==> src/rtl/instr_mem_loader.sv <==
// Byte-stream to instruction-memory loader: packs 4 bytes big-endian per word and writes word by word.
// Optional LOADER_PAD_FILL_EN pads the rest of memory with HALT_WORD after the halt word.
module instr_mem_loader #(
    parameter int          SIZE_IM   = 128,
    parameter logic [31:0] HALT_WORD = 32'hFC000000
) (
    input  logic        clk,
    input  logic        rst,
    input  logic        start,
    input  logic [7:0]  byte_in,
    input  logic        byte_valid,
    output logic        byte_ready,
    output logic        wr_en,
    output logic [31:0] wr_addr,
    output logic [31:0] wr_data,
    output logic        busy,
    output logic        done,
    output logic        overflow,
    output logic [7:0]  word_count
);

`ifdef LOADER_PAD_FILL_EN
    typedef enum logic [2:0] {IDLE, RECV, WRITE, FILL, DONE} state_t;
`else
    typedef enum logic [2:0] {IDLE, RECV, WRITE, DONE} state_t;
`endif

    localparam logic [31:0] LAST_IDX = 32'(SIZE_IM - 1);

    state_t      state;
    logic [1:0]  byte_idx;
    logic [31:0] word_idx;
    logic [23:0] shift;
    logic        full_stop;  // load ended because memory filled, so late bytes are overflow

    always_ff @(posedge clk or posedge rst) begin
        if (rst) begin
            state      <= IDLE;
            byte_ready <= 1'b0;
            wr_en      <= 1'b0;
            wr_addr    <= 32'd0;
            wr_data    <= 32'd0;
            busy       <= 1'b0;
            done       <= 1'b0;
            overflow   <= 1'b0;
            word_count <= 8'd0;
            byte_idx   <= 2'd0;
            word_idx   <= 32'd0;
            shift      <= 24'd0;
            full_stop  <= 1'b0;
        end else begin
            case (state)
                IDLE, DONE: begin
                    if (start) begin
                        state      <= RECV;
                        byte_ready <= 1'b1;
                        busy       <= 1'b1;
                        done       <= 1'b0;
                        overflow   <= 1'b0;
                        full_stop  <= 1'b0;
                        word_count <= 8'd0;
                        byte_idx   <= 2'd0;
                        word_idx   <= 32'd0;
                    end else if (state == DONE && byte_valid && full_stop) begin
                        overflow <= 1'b1;
                    end
                end

                RECV: begin
                    if (byte_valid) begin
                        shift    <= {shift[15:0], byte_in};
                        byte_idx <= byte_idx + 2'd1;
                        if (byte_idx == 2'd3) begin
                            state      <= WRITE;
                            byte_ready <= 1'b0;
                            wr_en      <= 1'b1;
                            wr_addr    <= word_idx << 2;
                            wr_data    <= {shift, byte_in};
                        end
                    end
                end

                WRITE: begin
                    word_count <= word_count + 8'd1;
                    wr_en      <= 1'b0;
                    if (wr_data == HALT_WORD) begin
`ifdef LOADER_PAD_FILL_EN
                        if (word_idx != LAST_IDX) begin
                            state    <= FILL;
                            wr_en    <= 1'b1;
                            wr_addr  <= (word_idx + 32'd1) << 2;
                            word_idx <= word_idx + 32'd1;
                        end else begin
                            state      <= DONE;
                            busy       <= 1'b0;
                            done       <= 1'b1;
                            byte_ready <= 1'b1;
                        end
`else
                        state      <= DONE;
                        busy       <= 1'b0;
                        done       <= 1'b1;
                        byte_ready <= 1'b1;
`endif
                    end else if (word_idx == LAST_IDX) begin
                        state      <= DONE;
                        busy       <= 1'b0;
                        done       <= 1'b1;
                        byte_ready <= 1'b1;
                        full_stop  <= 1'b1;
                    end else begin
                        state      <= RECV;
                        byte_ready <= 1'b1;
                        word_idx   <= word_idx + 32'd1;
                        byte_idx   <= 2'd0;
                    end
                end

`ifdef LOADER_PAD_FILL_EN
                // wr_data still holds HALT_WORD from the halt write
                FILL: begin
                    if (word_idx == LAST_IDX) begin
                        state      <= DONE;
                        wr_en      <= 1'b0;
                        busy       <= 1'b0;
                        done       <= 1'b1;
                        byte_ready <= 1'b1;
                    end else begin
                        word_idx <= word_idx + 32'd1;
                        wr_addr  <= (word_idx + 32'd1) << 2;
                    end
                end
`endif

                default: state <= IDLE;
            endcase
        end
    end

endmodule

==> config.mk <==
export PLATFORM = sky130hd
export DESIGN_NAME = instr_mem_loader
export DESIGN_NICKNAME = d
export VERILOG_FILES = /design/src/rtl/instr_mem_loader.sv
export SDC_FILE = /design/constraint.sdc
export NUM_CORES = 1
export LEC_CHECK = 0
export BUFFER_PORTS_ARGS = -buffer_cell sky130_fd_sc_hd__buf_4
export CAP_MARGIN = 20
export CELL_PAD_IN_SITES_DETAIL_PLACEMENT = 0
export CELL_PAD_IN_SITES_GLOBAL_PLACEMENT = 1
export CORE_ASPECT_RATIO = 1.2
export CORE_MARGIN = 2
export CORE_UTILIZATION = 45
export CTS_CLUSTER_SIZE = 40
export DETAILED_ROUTE_END_ITERATION = 6
export HOLD_SLACK_MARGIN = 0.03
export PLACE_DENSITY_LB_ADDON = 0.1
export SETUP_SLACK_MARGIN = 0.5
export SLEW_MARGIN = 20
export SYNTH_ARGS = -nofsm -noshare
export SYNTH_HDL_FRONTEND = slang
export SYNTH_SLANG_ARGS = --single-unit
==> constraint.sdc <==
create_clock -name clk -period 5.2 [get_ports clk]
set_input_delay 1.04 -clock clk [delete_from_list [all_inputs] [get_ports clk]]
set_output_delay 1.04 -clock clk [all_outputs]
set_load 0.02 [all_outputs]
* Word-level counts from Yosys, hierarchy flattened *
Index checks and enable logic that the tools add are counted.

storage, ports and cells
  register bits after elaboration = 137
  bits of input ports = 12
  word-level logic and storage cells = 83
  output and inout bits = 77

operators by class
  multiplexer cells = 35
  reductions and logical operators = 19
  equality and inequality tests = 13
  add/sub/neg operators = 3

operator list
  cell                   count
  $mux 32                3
  $pmux 32 s2            1
  $add 32x1->32 const B  1
  $eq 32x32->1 const B   1
  $eq 32x7->1 const B    1
  $pmux 8 s2             1
  $mux 1                 13
  $mux 2                 6
  $ne 2x2->1 const B     6
  $reduce_and 3->1       4
  $reduce_and 4->1       3
  $mux 3                 3
  $pmux 3 s3             1
  $add 8x1->8 const B    1
  $mux 8                 1
  $pmux 1 s2             4
  $eq 3x2->1 const B     2
  $pmux 2 s3             1
  $reduce_and 2->1       3
  $reduce_bool 2->1      3
  $reduce_and 5->1       1
  $eq 3x1->1 const B     1
  $logic_not 3->1        1
  $ne 3x3->1 const B     1
  6 further kinds        7

* Logic depth before layout (Yosys ltp) *
  depth after elaboration = 5
  mapped depth = 9
  depth with buffers taken out = 7

* Worst setup path before layout *
OpenSTA, ideal clock, no wires.

  path kind = input-to-reg
  start = in byte_valid
  end = reg wr_addr[10]
  data required time = 5075 ps
  arrival time = 2170 ps
  path slack = 2905 ps
  buffers on the path = 2
  library setup time = 125 ps
  cell stages on the path = 4
  cell sequence = nand3_1 > clkbuf_1 > clkbuf_1 > mux2_2

between the ends
  cells in the longest elaborated chain, start to end = 1

ends and longest elaborated chain
  element                     line  RTL
  start, declared             11    input logic byte_valid,
  $reduce_and 3->1 (no line)  n/a
  end signal, assigned        77    wr_addr <= word_idx << 2;
  end, declared               14    output logic [31:0] wr_addr,

Every way passes these cells.
A chain may end at the register's enable or synchronous reset.

* Worst setup path after layout *
  start = reg state[0]
  end = reg word_idx[5]

between the ends
  cells in the longest elaborated chain, start to end = 4
  elaborated cells on any way between the ends = 10

ends and longest elaborated chain
  element                                                           line  RTL
  start, declared                                                   30    state_t state;
  start signal, assigned                                            38    state <= IDLE;
  start signal, assigned                                            55    state <= RECV;
  start signal, assigned                                            74    state <= WRITE;
  $eq 3x2->1 / $logic_not 3->1 (equally long branches)              52    case (state)
  $reduce_or 2->1                                                   52
  $ne 2x2->1 (no line) / $reduce_bool 2->1 (equally long branches)  n/a
  $reduce_and 4->1 (no line)                                        n/a
  end signal, assigned                                              114   word_idx <= word_idx + 32'd1;
  end, declared                                                     32    logic [31:0] word_idx;

Several ways; a longest one is shown, not always the timed one.

==> insert_results.sql <==
INSERT INTO impl_metrics (metric_group, metric, value, unit) VALUES
('clocking', 'postCtsHoldBufs', '0', ''),
('synthesis', 'post_synth_xor_area_fraction', '0.008383', ''),
('power', 'switching_share', '0.3285', ''),
('sta', 'skew', '7.393', 'ps'),
('floorplan', 'num_io_pins', '89', ''),
('final_layout', 'multiInputGateArea', '2703', 'um2'),
('route', 'via_per_inst', '5.891', ''),
('floorplan', 'floorplan.die.width', '111.7', 'um'),
('final_layout', 'syn2layout_area_growth', '22.55', '%'),
('flow_run', 'cap_viol_max_count', '0', ''),
('min_path', 'hold_path_depth', '2', ''),
('worst_setup_path', 'criticalPathCategory', 'reg -> reg', ''),
('synthesis', 'syn_avg_cell_area', '11.61', 'um2'),
('clocking', 'insertion_delay', '430', 'ps'),
('placed_design', 'dp_hpwl', '10220', 'um'),
('route', 'first_pass_iters', '5', ''),
('sta', 'shortest_clock_period_the_worst_path_allows_after_layout', '3080', 'ps'),
('floorplan', 'placeableCoreArea', '13700', 'um2'),
('placed_design', 'numPlacedInstances', '772', ''),
('final_layout', 'seqCellArea', '3403', 'um2'),
('worst_setup_path', 'r2r-end', 'word_idx[5]$_DFFE_PP0P_', ''),
('power', 'relative_contribution_of_sequential_cells_to_total_power', '0.388', ''),
('min_path', 'timing.hold.worst_endpoint', 'wr_addr[13]$_DFFE_PP0P_', ''),
('power', 'p_clk_frac', '0.356', ''),
('worst_setup_path', 'end_kind', 'register', ''),
('sta', 'layout_worst_path_cycle_share', '0.5924', ''),
('final_layout', 'insertedDiodeCount', '0', ''),
('synthesis', 'yosysSeqAreaShare', '0.5429', ''),
('power', 'power_per_cell_area', '480.2', 'nW/um2'),
('grt', 'grt_start_max_net_pins', '104', ''),
('grt', 'grtUsageTotal', '0.2163', ''),
('synthesis', 'synth-warning-count', '0', ''),
('floorplan', 'floorplan.die_area', '14890', 'um2'),
('grt', 'grt_pass1_vias', '4670', ''),
('worst_setup_path', 'worstSetupStartpointType', 'register', ''),
('sta', 'grt_setup_unrepaired', 'no', ''),
('synthesis', 'ys_dominant_reg_cell', 'sky130_fd_sc_hd__dfrtp_1', ''),
('sta', 'setup-tns-final', '0', 'ps'),
('synthesis', 'synth_adder_area_share', '0.01397', ''),
('power', 'power_leakage', '3.648', 'nW'),
('final_layout', 'post_route_cells_drive_above_1_share', '0.3412', ''),
('grt', 'global_route.overflow_total', '0', ''),
('floorplan', 'initial_utilization', '0.4575', ''),
('synthesis', 'synth_compound_gate_area_share', '0.1116', ''),
('power', 'internal_power', '2.477', 'mW'),
('grt', 'first_pass_grt_wire_length', '25330', 'um'),
('synthesis', 'async_reset_ff_frac', '1.000', ''),
('synthesis', 'synth_seq_cells', '136', ''),
('worst_setup_path', 'r2r_setup_slack', '2120', 'ps'),
('placed_design', 'io_buffer_count', '86', ''),
('worst_setup_path', 'critical_path.max_fanout', '27', ''),
('clocking', 'cts_post_setup_buffers_inserted', '0', ''),
('sta', 'hold_viol', '0', ''),
('worst_setup_path', 'worst_ep_arrival_time', '3390', 'ps'),
('sta', 'finalSetupViolations', '0', ''),
('clocking', 'cts_num_sinks', '136', ''),
('final_layout', 'finish.net_count', '639', ''),
('run_status', 'status', 'completed', ''),
('worst_setup_path', 'ff2ff_path_depth', '6', ''),
('placed_design', 'gp_congestion', '0.8216', ''),
('clocking', 'post_cts_resized', '0', ''),
('synthesis', 'yosys.area_share.simple', '0.1399', ''),
('power', 'net-switching-power', '1.212', 'mW'),
('clocking', 'clk_pin_slew', '60', 'ps'),
('route', 'route.detailed.wl_per_inst', '18.97', 'um'),
('route', 'drc_errors', '0', ''),
('floorplan', 'fp-row-count', '47', ''),
('min_path', 'hold_startpoint', 'wr_addr[13]$_DFFE_PP0P_', ''),
('sta', 'whs', '488.8', 'ps'),
('clocking', 'clock_tree.htree_level_count', '4', ''),
('clocking', 'cts_tree', 'done', '');
per-layer routing:
layer	GRT usage	wire, um	vias to the layer above
met5	0	0	-
met4	0.08368	294	0
met3	0.05369	757	23
met2	0.3498	7711	139
met1	0.2819	6488	2384
li1	-	-	2190
synthesized netlist by cell type, types with 2 or more instances:
cell type	instances	area, um2
sky130_fd_sc_hd__dfrtp_1	136	3403
sky130_fd_sc_hd__mux2_2	82	923.4
sky130_fd_sc_hd__nand2_1	34	127.6
sky130_fd_sc_hd__a31oi_1	30	187.7
sky130_fd_sc_hd__o21ai_0	23	115.1
sky130_fd_sc_hd__clkbuf_1	22	82.58
sky130_fd_sc_hd__nor2_1	22	82.58
sky130_fd_sc_hd__nand3_1	19	95.09
sky130_fd_sc_hd__nand4_1	18	112.6
sky130_fd_sc_hd__nor4_1	17	106.4
sky130_fd_sc_hd__and3_1	14	87.58
sky130_fd_sc_hd__a21oi_1	11	55.05
sky130_fd_sc_hd__nor3_1	10	50.05
sky130_fd_sc_hd__inv_1	9	33.78
sky130_fd_sc_hd__ha_1	7	87.58
sky130_fd_sc_hd__nand2b_1	6	37.54
sky130_fd_sc_hd__and4_1	5	43.79
sky130_fd_sc_hd__xor2_1	5	43.79
sky130_fd_sc_hd__a211o_1	4	35.03
sky130_fd_sc_hd__a21boi_0	4	30.03
sky130_fd_sc_hd__a2bb2oi_1	4	35.03
sky130_fd_sc_hd__mux2i_1	4	40.04
sky130_fd_sc_hd__o211ai_1	4	30.03
sky130_fd_sc_hd__or4_1	4	30.03
sky130_fd_sc_hd__a211oi_1	3	22.52
sky130_fd_sc_hd__a41oi_1	3	26.28
sky130_fd_sc_hd__and2_1	3	18.77
sky130_fd_sc_hd__buf_2	3	15.01
sky130_fd_sc_hd__buf_4	3	22.52
sky130_fd_sc_hd__a2111oi_0	2	17.52
sky130_fd_sc_hd__a221o_1	2	20.02
sky130_fd_sc_hd__a32oi_1	2	17.52
sky130_fd_sc_hd__buf_6	2	22.52
sky130_fd_sc_hd__nor2b_1	2	12.51
sky130_fd_sc_hd__o22a_1	2	17.52
power by group through the flow:
stage	Combinational, mW	Sequential (mW)	Clock (mW)
floorplan	0.570	1.49	0
global placement	0.928	1.44	0
detailed placement	0.949	1.45	0
CTS	0.954	1.44	1.33
global route	1.03	1.47	1.39
finish	0.944	1.43	1.31
metrics by stage:
stage                     setup slack [ps]  instance area (um2)  utilization  power [mW]
after CTS                             2167                 7680       0.5605       3.724
final                                 2120                 7682       0.5607       3.689
after floorplan                      520.5                 6272            -       2.060
after global routing                  1894                 7682       0.5607       3.882
after global placement                2332                 7039       0.5137       2.372
after detailed placement              2183                 7039       0.5137       2.401
cell families after synthesis:
group                    count (synthesis)
flip-flops                             136
buffers and inverters                   40
multiplexers                            86
AND/OR/NAND/NOR                        160
AO/OA/AOI/OAI                          104
adder cells (fa/ha/maj)                  7
other                                    1
XOR/XNOR                                 6
placed cells by master (no fill, tap or decap), types with 5 or more instances in the layout:
cell and n:
sky130_fd_sc_hd__xor2_1 5, sky130_fd_sc_hd__and4_1 5, sky130_fd_sc_hd__a21oi_1 11, sky130_fd_sc_hd__nor3_1 10, sky130_fd_sc_hd__nor2_1 22, sky130_fd_sc_hd__nand2_1 33
sky130_fd_sc_hd__nand2b_1 6, sky130_fd_sc_hd__o21ai_0 23, sky130_fd_sc_hd__dfrtp_1 136, sky130_fd_sc_hd__nand4_1 18, sky130_fd_sc_hd__inv_1 8, sky130_fd_sc_hd__nand3_1 18
sky130_fd_sc_hd__and3_1 14, sky130_fd_sc_hd__nor4_1 17, sky130_fd_sc_hd__mux2_2 82, sky130_fd_sc_hd__inv_6 6, sky130_fd_sc_hd__clkbuf_16 17, sky130_fd_sc_hd__a31oi_1 30
sky130_fd_sc_hd__buf_4 91, sky130_fd_sc_hd__ha_1 7
cell type report:
type,instances,area share
repair buffers,91,0.08893
well taps,171,0.02785
clock inverters,15,0.02801
multi-input cells,365,0.3518
flip-flops and latches,136,0.4430
inverters,9,0.005049
clock buffers,17,0.05537
critical path: stages (launching register included):
cell and delay [ps]:
sky130_fd_sc_hd__dfrtp_1 430, sky130_fd_sc_hd__inv_1 80, sky130_fd_sc_hd__ha_1 740, sky130_fd_sc_hd__inv_1 450
sky130_fd_sc_hd__o21ai_0 660, sky130_fd_sc_hd__o21ai_2 220, sky130_fd_sc_hd__a221o_1 390
sequential cells by signal, summed over array words and instances, names as in the netlist:
register and flops:
word_idx 32, wr_data 32, wr_addr 30, shift 24, word_count 8, byte_idx 2
state 2, busy 1, byte_ready 1, done 1, full_stop 1, overflow 1
wr_en 1
how the worst max path moves through the flow:
stage,to,cells after the start,slack [ps],startpoint
6_report,word_idx[5]$_DFFE_PP0P_,6,2120,state[0]$_DFFE_PP0P_
5_1_grt,word_idx[5]$_DFFE_PP0P_,6,1890,state[0]$_DFFE_PP0P_
4_1_cts,word_idx[5]$_DFFE_PP0P_,6,2170,state[0]$_DFFE_PP0P_
3_5_place_dp,word_idx[5]$_DFFE_PP0P_,6,2180,state[0]$_DFFE_PP0P_
3_3_place_gp,word_idx[5]$_DFFE_PP0P_,6,2330,state[0]$_DFFE_PP0P_
2_1_floorplan,busy$_DFFE_PP0P_,1,520,rst
No activity file was read; power rests on OpenSTA's default activity.
